<file path="src/rtl/uart_regs_fifo.sv">
// UART register block: TX push strobe, RX FIFO with level/overflow tracking,
// byte-strobed CONFIG and INT_EN registers, sticky W1C error flags and a
// registered interrupt output built from five maskable sources.
module uart_regs_fifo #(
    parameter int ADDR_WIDTH    = 32,
    parameter int DATA_WIDTH    = 32,
    parameter int RX_FIFO_DEPTH = 8,
    parameter int BAUD_WIDTH    = 13
) (
    input  logic                  ACLK,
    input  logic                  ARESETn,
    input  logic [ADDR_WIDTH-1:0] ip_addr,
    input  logic [DATA_WIDTH-1:0] ip_write_data,
    input  logic [3:0]            ip_byte_strobe,
    input  logic                  valid_reg_write,
    input  logic                  valid_reg_read,
    output logic [DATA_WIDTH-1:0] ip_read_data,
    output logic                  ip_read_data_valid,
    output logic                  tx_data_reg_wr,
    output logic [7:0]            tx_data,
    input  logic                  tx_ready,
    input  logic [7:0]            rx_data,
    input  logic                  rx_data_valid,
    input  logic                  rx_parity_err,
    output logic [BAUD_WIDTH-1:0] baud_val,
    output logic                  data_bits,
    output logic                  parity_en,
    output logic                  parity_odd0_even1,
    output logic                  irq
);

    localparam int PTR_W = $clog2(RX_FIFO_DEPTH);
    localparam int LVL_W = PTR_W + 1;

    localparam logic [2:0] OFF_TX     = 3'd0;
    localparam logic [2:0] OFF_RX     = 3'd1;
    localparam logic [2:0] OFF_CONFIG = 3'd2;
    localparam logic [2:0] OFF_STATUS = 3'd3;
    localparam logic [2:0] OFF_INT_EN = 3'd4;

    logic [2:0]       sel;
    logic [7:0]       rx_mem [RX_FIFO_DEPTH];
    logic [PTR_W-1:0] wr_ptr;
    logic [PTR_W-1:0] rd_ptr;
    logic [LVL_W-1:0] rx_level;
    logic [7:0]       level_ext;
    logic             fifo_empty;
    logic             fifo_full;
    logic             fifo_pop;
    logic             fifo_clr;
    logic             push_ok;
    logic             ovf_set;
    logic             par_set;
    logic             status_w1c;
    logic             overflow;
    logic             parity_err;
    logic [4:0]       int_en;
    logic [7:0]       rx_thresh;
    logic             thresh_hit;
    logic [15:0]      baud_ext;
    logic [15:0]      baud_new;
    logic [DATA_WIDTH-1:0] rd_data_p0;
    logic             unused_ok;

    assign sel      = ip_addr[4:2];
    assign tx_data  = ip_write_data[7:0];
    assign tx_data_reg_wr = valid_reg_write && (sel == OFF_TX) && ip_byte_strobe[0];

    assign fifo_empty = (rx_level == '0);
    assign fifo_full  = (rx_level == LVL_W'(RX_FIFO_DEPTH));
    assign fifo_pop   = valid_reg_read && (sel == OFF_RX) && !fifo_empty;
    assign fifo_clr   = valid_reg_write && (sel == OFF_CONFIG) && ip_byte_strobe[2] && ip_write_data[19];
    // A full FIFO still accepts a byte when the head leaves in the same cycle.
    assign push_ok    = rx_data_valid && !fifo_clr && (!fifo_full || fifo_pop);
    assign ovf_set    = rx_data_valid && !fifo_clr && fifo_full && !fifo_pop;
    assign par_set    = rx_data_valid && rx_parity_err;
    assign status_w1c = valid_reg_write && (sel == OFF_STATUS) && ip_byte_strobe[0];
    assign thresh_hit = (rx_thresh != 8'd0) && (level_ext >= rx_thresh);

    assign unused_ok  = ^{ip_addr, ip_write_data, baud_new};

    // Zero-extend narrow state into register-map fields and merge strobed baud lanes.
    always_comb begin
        level_ext = '0;
        level_ext[LVL_W-1:0] = rx_level;
        baud_ext = '0;
        baud_ext[BAUD_WIDTH-1:0] = baud_val;
        baud_new = baud_ext;
        if (ip_byte_strobe[0]) baud_new[7:0]  = ip_write_data[7:0];
        if (ip_byte_strobe[1]) baud_new[15:8] = ip_write_data[15:8];
    end

    // Read mux: value returned for the register selected this cycle.
    always_comb begin
        rd_data_p0 = '0;
        case (sel)
            OFF_RX: begin
                if (fifo_empty) rd_data_p0[31] = 1'b1;
                else            rd_data_p0[7:0] = rx_mem[rd_ptr];
            end
            OFF_CONFIG: begin
                rd_data_p0[15:0] = baud_ext;
                rd_data_p0[16]   = data_bits;
                rd_data_p0[17]   = parity_en;
                rd_data_p0[18]   = parity_odd0_even1;
            end
            OFF_STATUS: begin
                rd_data_p0[0]    = tx_ready;
                rd_data_p0[1]    = !fifo_empty;
                rd_data_p0[2]    = fifo_full;
                rd_data_p0[3]    = overflow;
                rd_data_p0[4]    = parity_err;
                rd_data_p0[15:8] = level_ext;
            end
            OFF_INT_EN: begin
                rd_data_p0[4:0]  = int_en;
                rd_data_p0[15:8] = rx_thresh;
            end
            default: rd_data_p0 = '0;
        endcase
    end

    // FIFO storage: payload only, never reset.
    always_ff @(posedge ACLK) begin
        if (push_ok) rx_mem[wr_ptr] <= rx_data;
    end

    // FIFO pointers and fill level; clear overrides any push or pop.
    always_ff @(posedge ACLK or negedge ARESETn) begin
        if (!ARESETn) begin
            wr_ptr   <= '0;
            rd_ptr   <= '0;
            rx_level <= '0;
        end else if (fifo_clr) begin
            wr_ptr   <= '0;
            rd_ptr   <= '0;
            rx_level <= '0;
        end else begin
            if (push_ok)  wr_ptr <= wr_ptr + 1'b1;
            if (fifo_pop) rd_ptr <= rd_ptr + 1'b1;
            case ({push_ok, fifo_pop})
                2'b10:   rx_level <= rx_level + 1'b1;
                2'b01:   rx_level <= rx_level - 1'b1;
                default: rx_level <= rx_level;
            endcase
        end
    end

    // Sticky error flags: a new event beats a simultaneous write-1-to-clear.
    always_ff @(posedge ACLK or negedge ARESETn) begin
        if (!ARESETn) begin
            overflow   <= 1'b0;
            parity_err <= 1'b0;
        end else begin
            overflow   <= ovf_set || (overflow   && !(status_w1c && ip_write_data[3]));
            parity_err <= par_set || (parity_err && !(status_w1c && ip_write_data[4]));
        end
    end

    // CONFIG register, written lane by lane.
    always_ff @(posedge ACLK or negedge ARESETn) begin
        if (!ARESETn) begin
            baud_val          <= '0;
            data_bits         <= 1'b0;
            parity_en         <= 1'b0;
            parity_odd0_even1 <= 1'b0;
        end else if (valid_reg_write && (sel == OFF_CONFIG)) begin
            baud_val <= baud_new[BAUD_WIDTH-1:0];
            if (ip_byte_strobe[2]) begin
                data_bits         <= ip_write_data[16];
                parity_en         <= ip_write_data[17];
                parity_odd0_even1 <= ip_write_data[18];
            end
        end
    end

    // INT_EN register: source enables in lane 0, threshold in lane 1.
    always_ff @(posedge ACLK or negedge ARESETn) begin
        if (!ARESETn) begin
            int_en    <= '0;
            rx_thresh <= '0;
        end else if (valid_reg_write && (sel == OFF_INT_EN)) begin
            if (ip_byte_strobe[0]) int_en    <= ip_write_data[4:0];
            if (ip_byte_strobe[1]) rx_thresh <= ip_write_data[15:8];
        end
    end

    // Registered read port; data is forced to zero when no read was issued.
    always_ff @(posedge ACLK or negedge ARESETn) begin
        if (!ARESETn) begin
            ip_read_data       <= '0;
            ip_read_data_valid <= 1'b0;
        end else begin
            ip_read_data       <= valid_reg_read ? rd_data_p0 : '0;
            ip_read_data_valid <= valid_reg_read;
        end
    end

    // Interrupt: OR of enabled conditions, one cycle behind them.
    always_ff @(posedge ACLK or negedge ARESETn) begin
        if (!ARESETn) begin
            irq <= 1'b0;
        end else begin
            irq <= (int_en[0] && tx_ready)    ||
                   (int_en[1] && !fifo_empty) ||
                   (int_en[2] && thresh_hit)  ||
                   (int_en[3] && overflow)    ||
                   (int_en[4] && parity_err);
        end
    end

endmodule

</file>
<file path="config.mk">
export PLATFORM = sky130hd
export DESIGN_NAME = uart_regs_fifo
export DESIGN_NICKNAME = d
export VERILOG_FILES = /design/src/rtl/uart_regs_fifo.sv
export SDC_FILE = /design/constraint.sdc
export NUM_CORES = 1
export LEC_CHECK = 0
export ABC_AREA = 1
export BUFFER_PORTS_ARGS = -buffer_cell sky130_fd_sc_hd__buf_4
export CAP_MARGIN = 20
export CORE_ASPECT_RATIO = 1.1
export CORE_MARGIN = 8
export CORE_UTILIZATION = 50
export CTS_CLUSTER_SIZE = 28
export DETAILED_ROUTE_END_ITERATION = 10
export GPL_TIMING_DRIVEN = 1
export PLACE_DENSITY = 0.87
export SLEW_MARGIN = 20
export SYNTH_ARGS = -nofsm -noshare
export SYNTH_HDL_FRONTEND = slang
export SYNTH_SLANG_ARGS = --single-unit
</file>
<file path="constraint.sdc">
create_clock -name ACLK -period 2.6 [get_ports ACLK]
set_input_delay 0.52 -clock ACLK [delete_from_list [all_inputs] [get_ports ACLK]]
set_output_delay 0.52 -clock ACLK [all_outputs]
set_load 0.05 [all_outputs]
</file>
# Word level (Yosys, flattened, before mapping)
# Memory sizes are Yosys's and may differ from the RTL's.
# Index checks and enable logic that the tools add are counted.
[word_totals]
input_bits = 83
ram_bits = 64
output_inout_bits = 59
n_memories = 1
regBits = 75
[op_classes]
order_cmp = 1
muxes = 16
addsub = 4
reduce_logical = 49
n_eq_ne = 7
[memory_table]
columns = ["memory", "depth", "word_bits", "read_ports", "rd_clocked_by_memory_dff", "wr", "line_no", "text"]
rows = [
  ["rx_mem", 8, 8, 1, 0, 1, "42", "logic [7:0] rx_mem [RX_FIFO_DEPTH];"],
]
[ops]
columns = ["op", "count"]
rows = [
  ["32-bit two-way mux", 1],
  ["1-bit logical AND", 25],
  ["8-bit one-hot mux with 3 select lines", 1],
  ["5-bit one-hot mux with 4 select lines", 1],
  ["3-bit two-way mux", 5],
  ["2-bit AND reduction", 5],
  ["4-bit by 8-bit greater-or-equal comparator with 1-bit output", 1],
  ["8-bit two-way mux", 1],
  ["4-bit one-hot mux with 2 select lines", 1],
  ["8-bit nonzero test", 1],
  ["1-bit logical OR", 7],
  ["3-bit by 1-bit adder with 3-bit output, second input constant", 2],
  ["3-bit by 2-bit equality test with 1-bit output, second input constant", 2],
  ["1-bit zero test", 6],
  ["3-bit one-hot mux with 2 select lines", 1],
  ["4-bit by 1-bit adder with 4-bit output, second input constant", 1],
  ["4-bit equality test, second input constant", 1],
  ["4-bit zero test", 1],
  ["1-bit two-way mux", 4],
  ["4-bit two-way mux", 1],
  ["2-bit nonzero test", 2],
  ["4-bit by 1-bit subtractor with 4-bit output, second input constant", 1],
  ["3-bit by 1-bit equality test with 1-bit output, second input constant", 1],
  ["3-bit equality test, second input constant", 1],
  ["other kinds (4)", 4],
]

# Depth between registers and ports, before layout
[logic_depth]
ltp_word = 10
depth_mapped = 15

# Worst setup path before layout
# No wires, ideal clock.
[synth_path]
kind = "input port to output port"
from = "input ip_addr[2]"
to = "output tx_data_reg_wr"
n_path_buf = 0
setup_slack_ns = 0.005
cell_stages = 1
arrival_time_ns = 2.075
t_required_ns = 2.080
path_cell_list = "nor4_1"
[synth_via]
elab_chain_len = 3
[synth_rtl]
columns = ["element", "line_no", "text"]
rows = [
  ["start: declaration", "12", "input logic [ADDR_WIDTH-1:0] ip_addr,"],
  ["3-bit zero test", "67", "assign tx_data_reg_wr = valid_reg_write && (sel == OFF_TX) && ip_byte_strobe[0];"],
  ["1-bit logical AND (2 in a row)", "67", ""],
  ["end: declaration", "19", "output logic tx_data_reg_wr,"],
]
# No other way between the ends.

# Final worst setup path
[layout_path]
from = "register rx_level[0]"
to = "register rx_level[3]"
[layout_via]
elab_chain_len = 8
word_cells_on_any_way = 14
[layout_rtl]
columns = ["element", "line_no", "text"]
rows = [
  ["start: declaration", "45", "logic [LVL_W-1:0] rx_level;"],
  ["start signal: assignment", "142", "2'b10: rx_level <= rx_level + 1'b1;"],
  ["start signal: assignment", "143", "2'b01: rx_level <= rx_level - 1'b1;"],
  ["start signal: assignment", "144", "default: rx_level <= rx_level;"],
  ["4-bit zero test", "69", "assign fifo_empty = (rx_level == '0);"],
  ["1-bit zero test", "71", "assign fifo_pop = valid_reg_read && (sel == OFF_RX) && !fifo_empty;"],
  ["1-bit logical AND", "71", ""],
  ["1-bit logical OR", "74", "assign push_ok = rx_data_valid && !fifo_clr && (!fifo_full || fifo_pop);"],
  ["1-bit logical AND", "74", ""],
  ["2-bit by 1-bit equality test with 1-bit output / 2-bit equality test (equally long branches)", "141", "case ({push_ok, fifo_pop})"],
  ["4-bit one-hot mux with 2 select lines", "141", ""],
  ["4-bit two-way mux", "134", "end else if (fifo_clr) begin"],
]
# Several ways; a longest one is shown, not always the timed one.
# A chain may end at the register's enable or synchronous reset.

==> run_summary.xml <==
<?xml version="1.0" encoding="UTF-8"?>
<metrics>
  <group name="clock_network">
    <metric name="clkSinkCount" unit="">127</metric>
    <metric name="cts_hold_repair.buffers" unit="">0</metric>
    <metric name="cts-resized-gates" unit="">0</metric>
    <metric name="cts_buffers" unit="">17</metric>
    <metric name="clock-root-buffer" unit="">sky130_fd_sc_hd__clkbuf_16</metric>
    <metric name="clk_latency" unit="ps">420</metric>
    <metric name="cts_htree_levels" unit="">4</metric>
    <metric name="maximum_count_of_clock_buffers_along_a_single_path" unit="">2</metric>
    <metric name="worst_setup_hold_path_clk_slew" unit="ps">60</metric>
    <metric name="tritoncts" unit="">built</metric>
    <metric name="buffers_inserted_during_post_cts_setup_optimization" unit="">0</metric>
  </group>
  <group name="timing">
    <metric name="skew" unit="ps">9.570</metric>
    <metric name="timing.slew.headroom" unit="">0.4534</metric>
    <metric name="setup_tns" unit="ps">0</metric>
    <metric name="setup_repair_after_global_routing_missed_its_margin" unit="">false</metric>
    <metric name="period_needed" unit="ps">2111</metric>
    <metric name="count_of_final_setup_violators" unit="">0</metric>
    <metric name="timing_worst_slew_pin_value" unit="ps">819.9</metric>
    <metric name="drv_slew" unit="">0</metric>
    <metric name="fin_crit_sh" unit="">0.8118</metric>
    <metric name="final-hold-violation-count" unit="">0</metric>
    <metric name="finalWorstSetupSlack" unit="ps">489.3</metric>
    <metric name="achievable-frequency" unit="GHz">0.4738</metric>
  </group>
  <group name="power">
    <metric name="power_leakage" unit="nW">3.015</metric>
    <metric name="power.density_cell_area" unit="mW/mm^2">1010</metric>
    <metric name="power.ir.vdd_worst" unit="mV">0.6754</metric>
  </group>
  <group name="floorplan">
    <metric name="core" unit="mm^2">0.01086</metric>
    <metric name="design.portCount" unit="">142</metric>
    <metric name="starting_density_of_the_core" unit="">0.5086</metric>
    <metric name="die_width" unit="um">116.2</metric>
    <metric name="standard_cell_row_count" unit="">40</metric>
    <metric name="height_of_the_chip" unit="um">126.2</metric>
    <metric name="fp.dieArea" unit="mm^2">0.01467</metric>
  </group>
  <group name="global_routing">
    <metric name="antenna_found_initial" unit="">0</metric>
    <metric name="grt_pass1_vias" unit="">4326</metric>
    <metric name="grt_pass1_wl" unit="mm">21.97</metric>
    <metric name="grt_util_all_layers" unit="">0.1949</metric>
    <metric name="grt_start_max_net_pins" unit="">64</metric>
    <metric name="overflow" unit="">0</metric>
  </group>
  <group name="logic_synthesis">
    <metric name="ys_ff_latch" unit="">127</metric>
    <metric name="yosys.cell_types.count" unit="">38</metric>
    <metric name="postSynthCellCount" unit="">516</metric>
    <metric name="yosys.area.top_type" unit="">sky130_fd_sc_hd__edfxtp_1</metric>
    <metric name="post_synth_instance_area" unit="mm^2">0.005524</metric>
    <metric name="synth_sequential_area_ratio" unit="">0.6333</metric>
    <metric name="number_of_synthesis_warnings" unit="">0</metric>
    <metric name="yosys-top-cells-area" unit="">sky130_fd_sc_hd__edfxtp_1, sky130_fd_sc_hd__dfrtp_1, sky130_fd_sc_hd__o21ai_0</metric>
    <metric name="netlist.area_leader.share" unit="">0.3479</metric>
    <metric name="syn-mean-instance-area" unit="um^2">10.71</metric>
  </group>
  <group name="place">
    <metric name="pre_cts_slack" unit="ps">318.6</metric>
    <metric name="place.detailed.hpwl" unit="mm">9.441</metric>
    <metric name="gp_congestion" unit="">0.8517</metric>
    <metric name="placement.io_buffers" unit="">87</metric>
    <metric name="dp.cells" unit="">739</metric>
  </group>
  <group name="routing">
    <metric name="drt-initial-drc-count" unit="">419</metric>
    <metric name="firstDrtPassIters" unit="">5</metric>
    <metric name="route.antenna.remaining_nets" unit="">0</metric>
    <metric name="drc_errors" unit="">0</metric>
    <metric name="routed_wirelength" unit="mm">13.78</metric>
    <metric name="drt-wirelength-per-cell" unit="um">17.88</metric>
    <metric name="detailroute.via_count" unit="">4281</metric>
    <metric name="post_drt_via_cell_ratio" unit="">5.553</metric>
  </group>
  <group name="cells_and_area">
    <metric name="mostFrequentLayoutCell" unit="">sky130_fd_sc_hd__buf_4</metric>
    <metric name="finalNonFillerCells" unit="">771</metric>
    <metric name="n_antenna_cell" unit="">0</metric>
    <metric name="combined_area_of_the_multi_input_logic_cells" unit="mm^2">0.001684</metric>
    <metric name="area.sequential" unit="mm^2">0.003498</metric>
    <metric name="most-common-layout-cells" unit="">sky130_fd_sc_hd__buf_4, sky130_fd_sc_hd__nand2_1, sky130_fd_sc_hd__nor2_1, sky130_fd_sc_hd__edfxtp_1, sky130_fd_sc_hd__dfrtp_1</metric>
    <metric name="layout.filler_cells" unit="">793</metric>
    <metric name="fin_nets" unit="">702</metric>
    <metric name="syn_to_final_growth" unit="%">23.26</metric>
    <metric name="layout-drive-gt1-share" unit="">0.2436</metric>
  </group>
  <group name="worst_setup_path">
    <metric name="crit_path_end_kind" unit="">flip-flop</metric>
    <metric name="cp.arrival" unit="ps">2410</metric>
    <metric name="critPathMostFrequentCell" unit="">sky130_fd_sc_hd__nand2_1</metric>
    <metric name="critical_path.startpoint_type" unit="">flip-flop</metric>
    <metric name="cp_max_fo" unit="">9</metric>
    <metric name="cp_num_buf_inv" unit="">3</metric>
    <metric name="worst-setup-path-type" unit="">flip-flop to flip-flop</metric>
    <metric name="worst-r2r-setup-slack" unit="ps">490</metric>
    <metric name="critPathRequiredTime" unit="ps">2900</metric>
    <metric name="worst_path_largest_cell_delay" unit="ps">410</metric>
    <metric name="critPathSlowestCell" unit="">sky130_fd_sc_hd__dfrtp_1</metric>
    <metric name="crit_chain" unit="">inv_2 &gt; nand3_1 &gt; nor2_2 &gt; nor2_8 &gt; nand2_4 &gt; inv_2 &gt; ha_1 &gt; nand2_1 &gt; inv_1 &gt; nand3_1 &gt; nand2_1 &gt; nand2_1 &gt; nand3_2 &gt; nand2_1</metric>
    <metric name="crit_family" unit="">simple AND/OR/NAND/NOR gates</metric>
  </group>
  <group name="worst_hold_path">
    <metric name="hold_path.class" unit="">input pin to async pin</metric>
  </group>
  <group name="run_status">
    <metric name="run_status" unit="">finished, final reports clean</metric>
  </group>
  <group name="run">
    <metric name="maxCapViolCount" unit="">0</metric>
  </group>
</metrics>
final cells by class:
cell class / instances / area share
clock inverter: 13 / 0.01323
tap: 147 / 0.02701
inverter: 47 / 0.02591
sequential: 127 / 0.5138
clock buffer: 19 / 0.06358
timing repair buffer: 99 / 0.1092
multi-input combinational: 319 / 0.2473
kinds of logic after synthesis:
kind of cell	after synthesis	synth area share
adders and majority gates	8	0.01812
buffers and inverters	81	0.06931
other	1	0.0006789
DFF	127	0.6333
xor gates and xnor gates	1	0.001586
AOI/OAI and AO/OA	108	0.1123
and+or+nand+nor	183	0.1513
muxes	7	0.01336
state kept, by name (all words and copies together) (netlist names), 3 cells and up:
| register | count |
|---|---|
| wr_ptr | 3 |
| ip_read_data | 20 |
| rx_thresh | 8 |
| int_en | 5 |
| rd_ptr | 3 |
| rx_level | 4 |
| rx_mem | 64 |
| baud_val | 13 |
path summary, 6_finish.rpt:
path	cells after the start	to	startpoint
worst max-delay path	14	rx_level[3]	rx_level[0]
worst min-delay path	1	baud_val[10]	ARESETn
worst max register to register	14	rx_level[3]	rx_level[0]
worst min register to register	2	rx_thresh[2]	rx_thresh[2]
max in group asynchronous	1	overflow	ARESETn
min in group ACLK	1	ip_read_data_valid	valid_reg_read
layer usage:
metal	routed length [um]	GRT usage	up-vias
li1	-	-	1939
met3	1497	0.06501	26
met2	6957	0.3244	230
met5	0	0	-
met4	185	0.08021	0
met1	5142	0.2239	2086
report_power, final:
part / leakage (nW) / switching [mW] / internal [mW]
sequential: 1.37 / 0.282 / 2.48
clock: 0.258 / 0.865 / 1.21
combinational: 1.38 / 1.39 / 0.654
per-stage QoR:
| step | hold slack [ps] | cell area (um^2) | power [mW] | utilization |
|---|---|---|---|---|
| 2_1_floorplan | 224.4 | 5565 | 4.109 | - |
| 3_3_place_gp | 476.6 | 6286 | 4.646 | 0.5788 |
| 3_5_place_dp | 487.3 | 6286 | 4.774 | 0.5788 |
| 4_1_cts | 193.1 | 6809 | 6.879 | 0.6270 |
| 5_1_grt | 226.9 | 6809 | 7.234 | 0.6270 |
| 6_report | 169.2 | 6809 | 6.877 | 0.6270 |
synth_stat cells (all sizes together):
| master | instances |
|---|---|
| nor2 | 73 |
| o21ai | 64 |
| buf | 24 |
| ha | 8 |
| nand2 | 81 |
| nand3 | 18 |
| xnor2 | 1 |
| o31ai | 1 |
| o2111ai | 1 |
| mux2 | 3 |
| o32ai | 4 |
| nor4 | 2 |
| nor3 | 2 |
| conb | 1 |
| inv | 46 |
| o22ai | 5 |
| mux2i | 4 |
| o211ai | 8 |
| edfxtp | 64 |
| a41oi | 4 |
| o221ai | 4 |
| a21oi | 16 |
| dfrtp | 63 |
| a22oi | 1 |
| clkinv | 1 |
| nand4 | 7 |
| clkbuf | 10 |
No activity file was read; power rests on OpenSTA's default activity.
